[config.mk]
export PLATFORM = sky130hd
export DESIGN_NAME = fsm_seq_monitor_flat
export DESIGN_NICKNAME = d
export VERILOG_FILES = /design/src/rtl/fsm_seq_monitor_if.sv /design/src/rtl/fsm_seq_monitor.sv /design/src/flat_wrapper.sv
export SDC_FILE = /design/constraint.sdc
export NUM_CORES = 1
export LEC_CHECK = 0
export BUFFER_PORTS_ARGS = -buffer_cell sky130_fd_sc_hd__buf_2
export CAP_MARGIN = 10
export CELL_PAD_IN_SITES_DETAIL_PLACEMENT = 1
export CELL_PAD_IN_SITES_GLOBAL_PLACEMENT = 1
export CORE_AREA = 2 2 67 69
export CTS_CLUSTER_DIAMETER = 200
export DETAILED_ROUTE_END_ITERATION = 10
export DIE_AREA = 0 0 69 71
export GPL_TIMING_DRIVEN = 0
export PLACE_DENSITY_LB_ADDON = 0.05
export RECOVER_POWER = 100
export SETUP_SLACK_MARGIN = 0.5
export SKIP_LAST_GASP = 1
export SLEW_MARGIN = 25
export SYNTH_ARGS = -nofsm -noshare
export SYNTH_HDL_FRONTEND = slang
export SYNTH_SLANG_ARGS = --single-unit
[constraint.sdc]
create_clock -name clk -period 2.3 [get_ports clk]
set_clock_uncertainty 0.05 [all_clocks]
set_input_delay 0.23 -clock clk [delete_from_list [all_inputs] [get_ports clk]]
set_output_delay 0.23 -clock clk [all_outputs]
set_load 0.05 [all_outputs]
[src/rtl/fsm_seq_monitor_if.sv]
// -----------------------------------------------------------------------------
// fsm_seq_monitor_if
// Bundle between the upstream JK-flip-flop FSM (state code producer) and the
// sequence monitor that watches it.
//   Estado    : 2-bit state code from the upstream FSM
//   locked    : monitor is tracking a valid sequence
//   vueltas   : completed 4-state cycle count (CNT_W bits, wraps)
//   error     : sticky error flag
//   err_pulse : one-cycle pulse per detected error
//   err_cnt   : saturating error count (ERR_W bits)
//   seg       : active-low 7-segment digit {g,f,e,d,c,b,a} for vueltas[3:0]
// master : side that drives Estado and observes the monitor results
// slave  : the monitor itself
// -----------------------------------------------------------------------------
interface fsm_seq_monitor_if #(
  parameter int CNT_W = 8,
  parameter int ERR_W = 4
);
  logic [1:0]       Estado;
  logic             locked;
  logic [CNT_W-1:0] vueltas;
  logic             error;
  logic             err_pulse;
  logic [ERR_W-1:0] err_cnt;
  logic [6:0]       seg;

  modport master (
    output Estado,
    input  locked, vueltas, error, err_pulse, err_cnt, seg
  );

  modport slave (
    input  Estado,
    output locked, vueltas, error, err_pulse, err_cnt, seg
  );
endinterface

[src/rtl/fsm_seq_monitor.sv]
// -----------------------------------------------------------------------------
// fsm_seq_monitor
// Watches the 2-bit state code of the upstream JK FSM, checks that it walks
// its 4-state cycle (binary or Gray order), counts completed cycles, flags
// illegal jumps and stalls, and drives a 7-segment digit with the count.
// Ports:
//   clk : system clock, rising edge
//   rst : asynchronous active-high reset
//   mon : slave modport of fsm_seq_monitor_if (Estado in, results out)
// -----------------------------------------------------------------------------
module fsm_seq_monitor #(
  parameter bit GRAY      = 1'b0,
  parameter int CNT_W     = 8,
  parameter int ERR_W     = 4,
  parameter int STALL_MAX = 15
) (
  input  logic             clk,
  input  logic             rst,
  fsm_seq_monitor_if.slave mon
);

  typedef enum logic [1:0] {
    ST_SYNC  = 2'd0,
    ST_TRACK = 2'd1,
    ST_ERR   = 2'd2
  } state_t;

  // Last code of the selected sequence; last -> 00 is the wrap that counts a lap.
  localparam logic [1:0] LAST_C      = GRAY ? 2'b10 : 2'b11;
  localparam logic [7:0] STALL_MAX_C = 8'(STALL_MAX);
  localparam bit         STALL_EN    = (STALL_MAX != 0);

  // Successor of x in the selected sequence.
  function automatic logic [1:0] seq_next(input logic [1:0] x);
    logic [1:0] r;
    if (GRAY) begin
      case (x)
        2'b00:   r = 2'b01;
        2'b01:   r = 2'b11;
        2'b11:   r = 2'b10;
        2'b10:   r = 2'b00;
        default: r = 2'b00;
      endcase
    end else begin
      r = x + 2'b01;
    end
    return r;
  endfunction

  // Hex digit to active-low segments {g,f,e,d,c,b,a}.
  function automatic logic [6:0] seg_decode(input logic [3:0] d);
    logic [6:0] s;
    case (d)
      4'h0:    s = 7'b1000000;
      4'h1:    s = 7'b1111001;
      4'h2:    s = 7'b0100100;
      4'h3:    s = 7'b0110000;
      4'h4:    s = 7'b0011001;
      4'h5:    s = 7'b0010010;
      4'h6:    s = 7'b0000010;
      4'h7:    s = 7'b1111000;
      4'h8:    s = 7'b0000000;
      4'h9:    s = 7'b0010000;
      4'hA:    s = 7'b0001000;
      4'hB:    s = 7'b0000011;
      4'hC:    s = 7'b1000110;
      4'hD:    s = 7'b0100001;
      4'hE:    s = 7'b0000110;
      4'hF:    s = 7'b0001110;
      default: s = 7'b1111111;
    endcase
    return s;
  endfunction

  state_t           state_q;
  logic [1:0]       in_q;
  logic [1:0]       prev_q;
  logic [7:0]       stall_q;
  logic             locked_q;
  logic [CNT_W-1:0] vueltas_q;
  logic             error_q;
  logic             err_pulse_q;
  logic [ERR_W-1:0] err_cnt_q;
  logic [6:0]       seg_q;

  logic [1:0]       nxt_s;
  logic             same_s;
  logic             step_s;
  logic             wrap_s;
  logic [7:0]       stall_inc_s;
  logic             stall_hit_s;
  logic             err_evt_s;

  // Classify the sampled code against the previous one.
  always_comb begin
    nxt_s       = seq_next(prev_q);
    same_s      = (in_q == prev_q);
    step_s      = (in_q == nxt_s);
    wrap_s      = step_s && (prev_q == LAST_C);
    // Saturate so a disabled stall check never wraps the counter.
    stall_inc_s = (stall_q == 8'hFF) ? stall_q : (stall_q + 8'd1);
    stall_hit_s = STALL_EN && same_s && (stall_inc_s == STALL_MAX_C);
    // A repeat and a jump are mutually exclusive, so one edge yields one event.
    if (state_q == ST_TRACK) begin
      err_evt_s = stall_hit_s || (!same_s && !step_s);
    end else begin
      err_evt_s = 1'b0;
    end
  end

  // Input pipeline, sequence FSM, counters and registered outputs.
  always_ff @(posedge clk or posedge rst) begin
    if (rst) begin
      in_q        <= 2'b00;
      prev_q      <= 2'b00;
      stall_q     <= 8'd0;
      state_q     <= ST_SYNC;
      locked_q    <= 1'b0;
      vueltas_q   <= {CNT_W{1'b0}};
      error_q     <= 1'b0;
      err_pulse_q <= 1'b0;
      err_cnt_q   <= {ERR_W{1'b0}};
      seg_q       <= 7'b1000000;
    end else begin
      in_q        <= mon.Estado;
      prev_q      <= in_q;
      // Digit follows the counter one edge later.
      seg_q       <= seg_decode(4'(vueltas_q));
      err_pulse_q <= err_evt_s;
      if (err_evt_s) begin
        error_q <= 1'b1;
        if (err_cnt_q != {ERR_W{1'b1}}) begin
          err_cnt_q <= err_cnt_q + ERR_W'(1);
        end
      end
      case (state_q)
        ST_SYNC: begin
          stall_q <= 8'd0;
          if (in_q == 2'b00) begin
            state_q  <= ST_TRACK;
            locked_q <= 1'b1;
          end else begin
            locked_q <= 1'b0;
          end
        end
        ST_TRACK: begin
          if (err_evt_s) begin
            state_q  <= ST_ERR;
            locked_q <= 1'b0;
            stall_q  <= 8'd0;
          end else if (same_s) begin
            stall_q <= stall_inc_s;
          end else begin
            stall_q <= 8'd0;
            if (wrap_s) begin
              vueltas_q <= vueltas_q + CNT_W'(1);
            end
          end
        end
        ST_ERR: begin
          state_q  <= ST_SYNC;
          locked_q <= 1'b0;
          stall_q  <= 8'd0;
        end
        default: begin
          state_q  <= ST_SYNC;
          locked_q <= 1'b0;
          stall_q  <= 8'd0;
        end
      endcase
    end
  end

  assign mon.locked    = locked_q;
  assign mon.vueltas   = vueltas_q;
  assign mon.error     = error_q;
  assign mon.err_pulse = err_pulse_q;
  assign mon.err_cnt   = err_cnt_q;
  assign mon.seg       = seg_q;

endmodule

[src/flat_wrapper.sv]
// flat-port wrapper written by rule: the top's interface ports become plain ports
module fsm_seq_monitor_flat 
#(
  parameter bit GRAY      = 1'b0,
  parameter int CNT_W     = 8,
  parameter int ERR_W     = 4,
  parameter int STALL_MAX = 15
)
  (clk, rst, mon_Estado, mon_locked, mon_vueltas, mon_error, mon_err_pulse, mon_err_cnt, mon_seg);
  fsm_seq_monitor_if #(.CNT_W(CNT_W), .ERR_W(ERR_W)) mon_i ();
  input  logic clk;
  input  logic rst;
  input wire logic [$bits(mon_i.Estado)-1:0] mon_Estado;
  output wire logic [$bits(mon_i.locked)-1:0] mon_locked;
  output wire logic [$bits(mon_i.vueltas)-1:0] mon_vueltas;
  output wire logic [$bits(mon_i.error)-1:0] mon_error;
  output wire logic [$bits(mon_i.err_pulse)-1:0] mon_err_pulse;
  output wire logic [$bits(mon_i.err_cnt)-1:0] mon_err_cnt;
  output wire logic [$bits(mon_i.seg)-1:0] mon_seg;
  assign mon_i.Estado = mon_Estado;
  assign mon_locked = mon_i.locked;
  assign mon_vueltas = mon_i.vueltas;
  assign mon_error = mon_i.error;
  assign mon_err_pulse = mon_i.err_pulse;
  assign mon_err_cnt = mon_i.err_cnt;
  assign mon_seg = mon_i.seg;
  fsm_seq_monitor #(.GRAY(GRAY), .CNT_W(CNT_W), .ERR_W(ERR_W), .STALL_MAX(STALL_MAX)) u_core (.clk(clk), .rst(rst), .mon(mon_i));
endmodule
Word level (Yosys, flattened, before mapping)
Memory sizes are Yosys's and may differ from the RTL's. A register that Yosys moved wholly into a read port is not among the register bits.
Index checks and enable logic that the tools add are counted.
- order comparisons: 0
- reduce and logical (&&, ||, !) cells: 11
- equality and inequality tests: 9
- div/mod/pow operators: 0
- $add $sub $neg: 4
- bitwise operators: 2
- muxes and demuxes: 11
- multiply operators: 0
- shift operators: 0
- operator list (operator ; number):
    two-way mux 8 bit ; 4
    adder 8 x 1 -> 8 bit (second input constant) ; 2
    == test 8 x 4 -> 1 bit (second input constant) ; 1
    == test 8 bit (second input constant) ; 1
    adder 4 x 1 -> 4 bit (second input constant) ; 1
    == test 2 bit ; 2
    zero test 2 bit ; 2
    two-way mux 2 bit ; 2
    inequality test 2 x 1 -> 1 bit (second input constant) ; 2
    inequality test 4 bit (second input constant) ; 1
    case mux 2 bit (2 select lines) ; 1
    AND reduction 2 bit ; 2
    AND reduction 4 bit ; 1
    logical AND 1 bit ; 3
    two-way mux 1 bit ; 3
    adder 2 x 1 -> 2 bit (second input constant) ; 1
    == test 2 x 1 -> 1 bit (second input constant) ; 1
    == test 2 bit (second input constant) ; 1
    zero test 1 bit ; 2
    NOT 1 bit ; 2
    case mux 1 bit (2 select lines) ; 1
    logical OR 1 bit ; 1
- memories kept: 1
- word-level logic and storage cells: 47
- bits in latches: 0
- bits in registers: 29
- output and inout bits: 22
- ROM bits: 112
- bits in writable memories: 0
- memory list (memory ; depth ; bits a word ; read ports ; clocked after memory_dff ; wr ports ; RTL line ; source):
    (no name shown) ; 16 ; 7 ; 1 ; 1 ; 0 ; fsm_seq_monitor.sv:53 ; case (d)

Depth between registers and ports, before layout
- depth in word-level cells: 8
- depth in mapped cells: 7
- gate-level depth less buffers: 6

Worst setup path before layout
Ideal clock, no wire load.
- path type: register -> register
- start: reg u_core.stall_q[0]
- end: reg u_core.err_cnt_q[1] (netlist: u_core.mon.err_cnt[1])
- arrival time: 1.860 ns
- required time: 2.122 ns
- buffers on the path: 0
- library setup time: 0.128 ns
- setup slack: 0.262 ns
- stages on the path, launching flop included: 7
- period minus slack after synthesis: 2.038 ns
- cell sequence: dfrtp_1 -> ha_1 -> or3b_4 -> mux2i_4 -> o211ai_4 -> a21oi_2 -> mux2_1
- longest elaborated chain between the ends: 7
- elaborated cells between the ends (all ways): 8
- classes of those cells: 1 x add/sub; 2 x eq/ne; 2 x mux; 3 x reduce/logical
- RTL lines (what ; RTL line ; source):
    from (decl) ; fsm_seq_monitor.sv:78 ; logic [7:0] stall_q;
    from (signal assigned) ; fsm_seq_monitor.sv:152 ; stall_q <= stall_inc_s;
    adder 8 x 1 -> 8 bit / == test 8 bit (equally long branches) ; fsm_seq_monitor.sv:101 ; stall_inc_s = (stall_q == 8'hFF) ? stall_q : (stall_q + 8'd1);
    two-way mux 8 bit (*) ; fsm_seq_monitor.sv:101 ;
    == test 8 x 4 -> 1 bit (*) ; fsm_seq_monitor.sv:102 ; stall_hit_s = STALL_EN && same_s && (stall_inc_s == STALL_MAX_C);
    logical AND 1 bit (*) ; fsm_seq_monitor.sv:102 ;
    logical OR 1 bit (*) ; fsm_seq_monitor.sv:105 ; err_evt_s = stall_hit_s || (!same_s && !step_s);
    two-way mux 1 bit (*) ; fsm_seq_monitor.sv:104 ; if (state_q == ST_TRACK) begin
    AND reduction 2 bit (no source line) (*) ; - ;
    to (signal assigned) ; fsm_seq_monitor.sv:122 ; err_cnt_q <= {ERR_W{1'b0}};
    to (signal assigned) ; fsm_seq_monitor.sv:133 ; err_cnt_q <= err_cnt_q + ERR_W'(1);
    to (decl) ; fsm_seq_monitor.sv:83 ; logic [ERR_W-1:0] err_cnt_q;
Every way passes the cells marked *; elsewhere a longest branch is shown, timed or not.
A chain may end at the register's enable or synchronous reset.

Worst setup path in the final report
Ends and elaborated chain as after synthesis.

==> results.sh <==
export IMPL_status="completed"
export IMPL_r2r_end="u_core.mon.err_cnt[1]$_DFFE_PP0P_"
export IMPL_dieWidth_um=69
export IMPL_die_y_um=71
export IMPL_setup_tns_ns=0
export IMPL_drc=0
export IMPL_critPathLaunchType="flop"
export IMPL_drive_gt1_share_pct=22.0
export IMPL_place_inst=240
export IMPL_crit_type="reg2reg"
export IMPL_power_density_nw_per_um2=947
export IMPL_crit_path_end_kind="flop"
export IMPL_peakVddDrop_uv=461
export IMPL_maxCapViolCount=0
export IMPL_whs_ns=0.284
export IMPL_fmax_ghz=0.494
export IMPL_p_switching_uw=918
export IMPL_finalCritPeriodShare_pct=87.9
export IMPL_layout_commonest_cell="dfrtp_1"
export IMPL_rsz0062_at_grt="true"
export IMPL_swShare_pct=42.8
export IMPL_die_area_um2=4900
export IMPL_clk_path_buf_depth=2
export IMPL_grt_remaining_overflow=0
export IMPL_worst_ep_arrival_time_ns=2.14
export IMPL_core_area_um2=4200
export IMPL_finalWeightedCongestion=0.817
export IMPL_cts_sinks=36
export IMPL_hold_violations=0
export IMPL_fin_cells=261
export IMPL_grt_max_degree=37
export IMPL_power_frac_comb_pct=39.0
export IMPL_syn_to_final_growth_pct=23.3
export IMPL_start_util_pct=43.7
export IMPL_final_cell_mix="31 x dfrtp_1, 26 x clkbuf_1, 15 x nor2_1"
export IMPL_first_global_vias=1502
export IMPL_p_leak_nw=0.952
export IMPL_yosys_warnings=0
export IMPL_cts_root_buf="clkbuf_8"
export IMPL_crit_chain="ha_4 -> nor4b_4 -> nor4b_4 -> o211ai_4 -> a21oi_1 -> mux2_4"
export IMPL_cp_startpoint="u_core.stall_q[0]$_DFF_PP0_"
export IMPL_worst_slew_pin_slew_ns=1.39
export IMPL_cts_tree="built"
export IMPL_n_antenna_cell=0
export IMPL_drv_slew=0
export IMPL_r2r_cells=6
export IMPL_synth_fp_nets=176
export IMPL_synth_seq_cells=36
export IMPL_io_pins=26
export IMPL_timing_rr_start="u_core.stall_q[0]$_DFF_PP0_"
export IMPL_fp_row_count=24
export IMPL_path_max_fanout=3
export IMPL_place_hpwl_mm=2.75
export IMPL_ys_flop_type="dfrtp_1"
export IMPL_path_delay_family="simple AND/OR/NAND/NOR gates"
export IMPL_path_buf_inv=0
export IMPL_wl_mm=4.02
export IMPL_synthArstFlopShare_pct=100
export IMPL_antenna_found_initial=0
export IMPL_slowest_delay_ns=0.43
export IMPL_cp_required_ns=2.42
export IMPL_clk_latency_ns=0.28
export IMPL_synth_edf_count=0
export IMPL_pre_cts_ws_ns=0.173
export IMPL_slowest_stage="dfrtp_2"
export IMPL_layout_setup_ws_ns=0.278
export IMPL_via_per_inst=5.28
export IMPL_nNetsFinal=221
export IMPL_fill_cells=476
export IMPL_io_buffers=25
export IMPL_clk_pin_slew_ns=0.07
export IMPL_track_usage_pct=17.4
export IMPL_p_int_mw=1.23
export IMPL_vias=1379
export IMPL_drt_iter0_markers=28
export IMPL_cts_inserted_buffers=5
export IMPL_finalSetupViolations=0
export IMPL_drt_pass1_iterations=4
export IMPL_grt_pass1_wl_mm=6.82
export IMPL_yosysSeqAreaShare_pct=49.1
export IMPL_synth_cell_types=43
export IMPL_cts_max_level=2
export IMPL_hold_path_class="in2async"
export IMPL_p_seq_share_pct=39.7
export IMPL_wl_per_cell_um=15.4
export IMPL_syn_area_per_cell_um2=11.3
export IMPL_drtAntennaViolNets=0
export IMPL_max_slew_margin_pct=7.03
export IMPL_synthCells=163
export IMPL_ff2ff_setup_slack_ns=0.28
export IMPL_period_minus_slack_ns=2.02
export IMPL_clkPwrFrac_pct=21.3
export IMPL_syn_cell_area_um2=1840
export IMPL_cpMostUsedCell="nor4b_4"
==> power by group through the flow <==
stage / clock network, mW / registers, mW / logic (mW)
floorplan: 0 / 1.20 / 0.294
global placement: 0 / 0.854 / 0.804
detailed placement: 0 / 0.865 / 0.826
CTS: 0.482 / 0.853 / 0.859
global route: 0.507 / 0.873 / 0.900
finish: 0.457 / 0.852 / 0.838
==> synthesized netlist by cell type, drive strengths merged (2+ instances only) <==
cell type	n	area (um2)
o21ai	4	20.0
nor2b	2	12.5
xor2	6	67.6
nand2	11	41.3
a31oi	3	18.8
nand4	5	31.3
mux2i	7	86.3
dfrtp	35	876
a311oi	2	17.5
nand3	7	35.0
clkbuf	3	11.3
xnor2	9	78.8
a22o	2	17.5
and2	2	12.5
ha	9	113
inv	9	33.8
and3	2	12.5
nor2	15	56.3
buf	2	16.3
or3b	2	20.0
or2b	2	15.0
a21oi	7	38.8
mux2	3	33.8
nor4b	2	30.0
==> cell families after synthesis <==
kind of cell | count (synthesis) | share of synthesized area (%)
XOR/XNOR | 15 | 7.96
buffers and inverters | 14 | 3.34
adder cells (fa/ha/maj) | 9 | 6.13
AND/OR/NAND/NOR | 54 | 16.1
AO/OA/AOI/OAI | 24 | 9.60
flip-flops | 36 | 49.1
multiplexers | 11 | 7.76
==> worst reg2reg max path: cells and delay by family (launching register included) <==
kind	cells	cell delay, ns
AO/OA/AOI/OAI	2	0.33
adder cells (fa/ha/maj)	1	0.27
flip-flops	1	0.43
multiplexers	1	0.32
AND/OR/NAND/NOR	2	0.52
==> layer usage <==
layer	track usage (%)	part of all wire (%)	routed length (um)
met4	6.10	2.3	91
met5	0	0	0
met1	19.0	42	1700
met3	4.56	3.2	129
met2	32.6	52	2110
==> cell type report <==
class | instances | area, um2 | share of cell area [%]
Clock buffer | 6 | 82.6 | 3.64
Buffer | 5 | 33.8 | 1.49
Multi-Input combinational cell | 113 | 937 | 41.4
Clock inverter | 2 | 10.0 | 0.442
Sequential cell | 36 | 907 | 40.0
Timing Repair Buffer | 38 | 196 | 8.67
Inverter | 9 | 33.8 | 1.49
Tap cell | 52 | 65.1 | 2.87
==> flip-flops by register name (all words and copies together) (netlist names) <==
register / flops
u_core.in_q: 2
u_core.mon.vueltas: 8
u_core.mon.seg: 7
u_core.mon.locked: 1
u_core.mon.err_pulse: 1
u_core.prev_q: 2
u_core.state_q: 2
u_core.mon.err_cnt: 4
u_core.stall_q: 8
u_core.mon.error: 1
==> how the worst max path moves through the flow <==
stage / to / slack (ns) / cells past startpoint
floorplan: u_core.mon.err_cnt[1]$_DFFE_PP0P_ / 0.32 / 6
global placement: u_core.mon.err_cnt[1]$_DFFE_PP0P_ / 0.19 / 6
detailed placement: u_core.mon.err_cnt[1]$_DFFE_PP0P_ / 0.17 / 6
CTS: u_core.mon.err_cnt[1]$_DFFE_PP0P_ / 0.31 / 6
global route: u_core.mon.vueltas[5]$_DFFE_PP0P_ / 0.14 / 7
finish: u_core.mon.err_cnt[1]$_DFFE_PP0P_ / 0.28 / 6
==> per-stage QoR <==
step	total power [mW]	area, um2	utilization, %
after detailed placement	1.69	2070	49.3
after CTS	2.19	2260	53.7
after global placement	1.66	2070	49.3
after global routing	2.28	2270	53.9
final	2.15	2270	53.9
after floorplan	1.49	1880	-
==> timing repair <==
| item | in CTS | in global routing |
|---|---|---|
| pin swaps | 5 | 3 |
| gates resized for setup | 8 | 10 |
| setup endpoints to repair | 19 | 24 |
| endpoints found under the hold margin | 2 | 0 |
| hold buffers | 2 | 0 |
| setup buffers | 5 | 6 |
No activity file was read; power rests on OpenSTA's default activity.
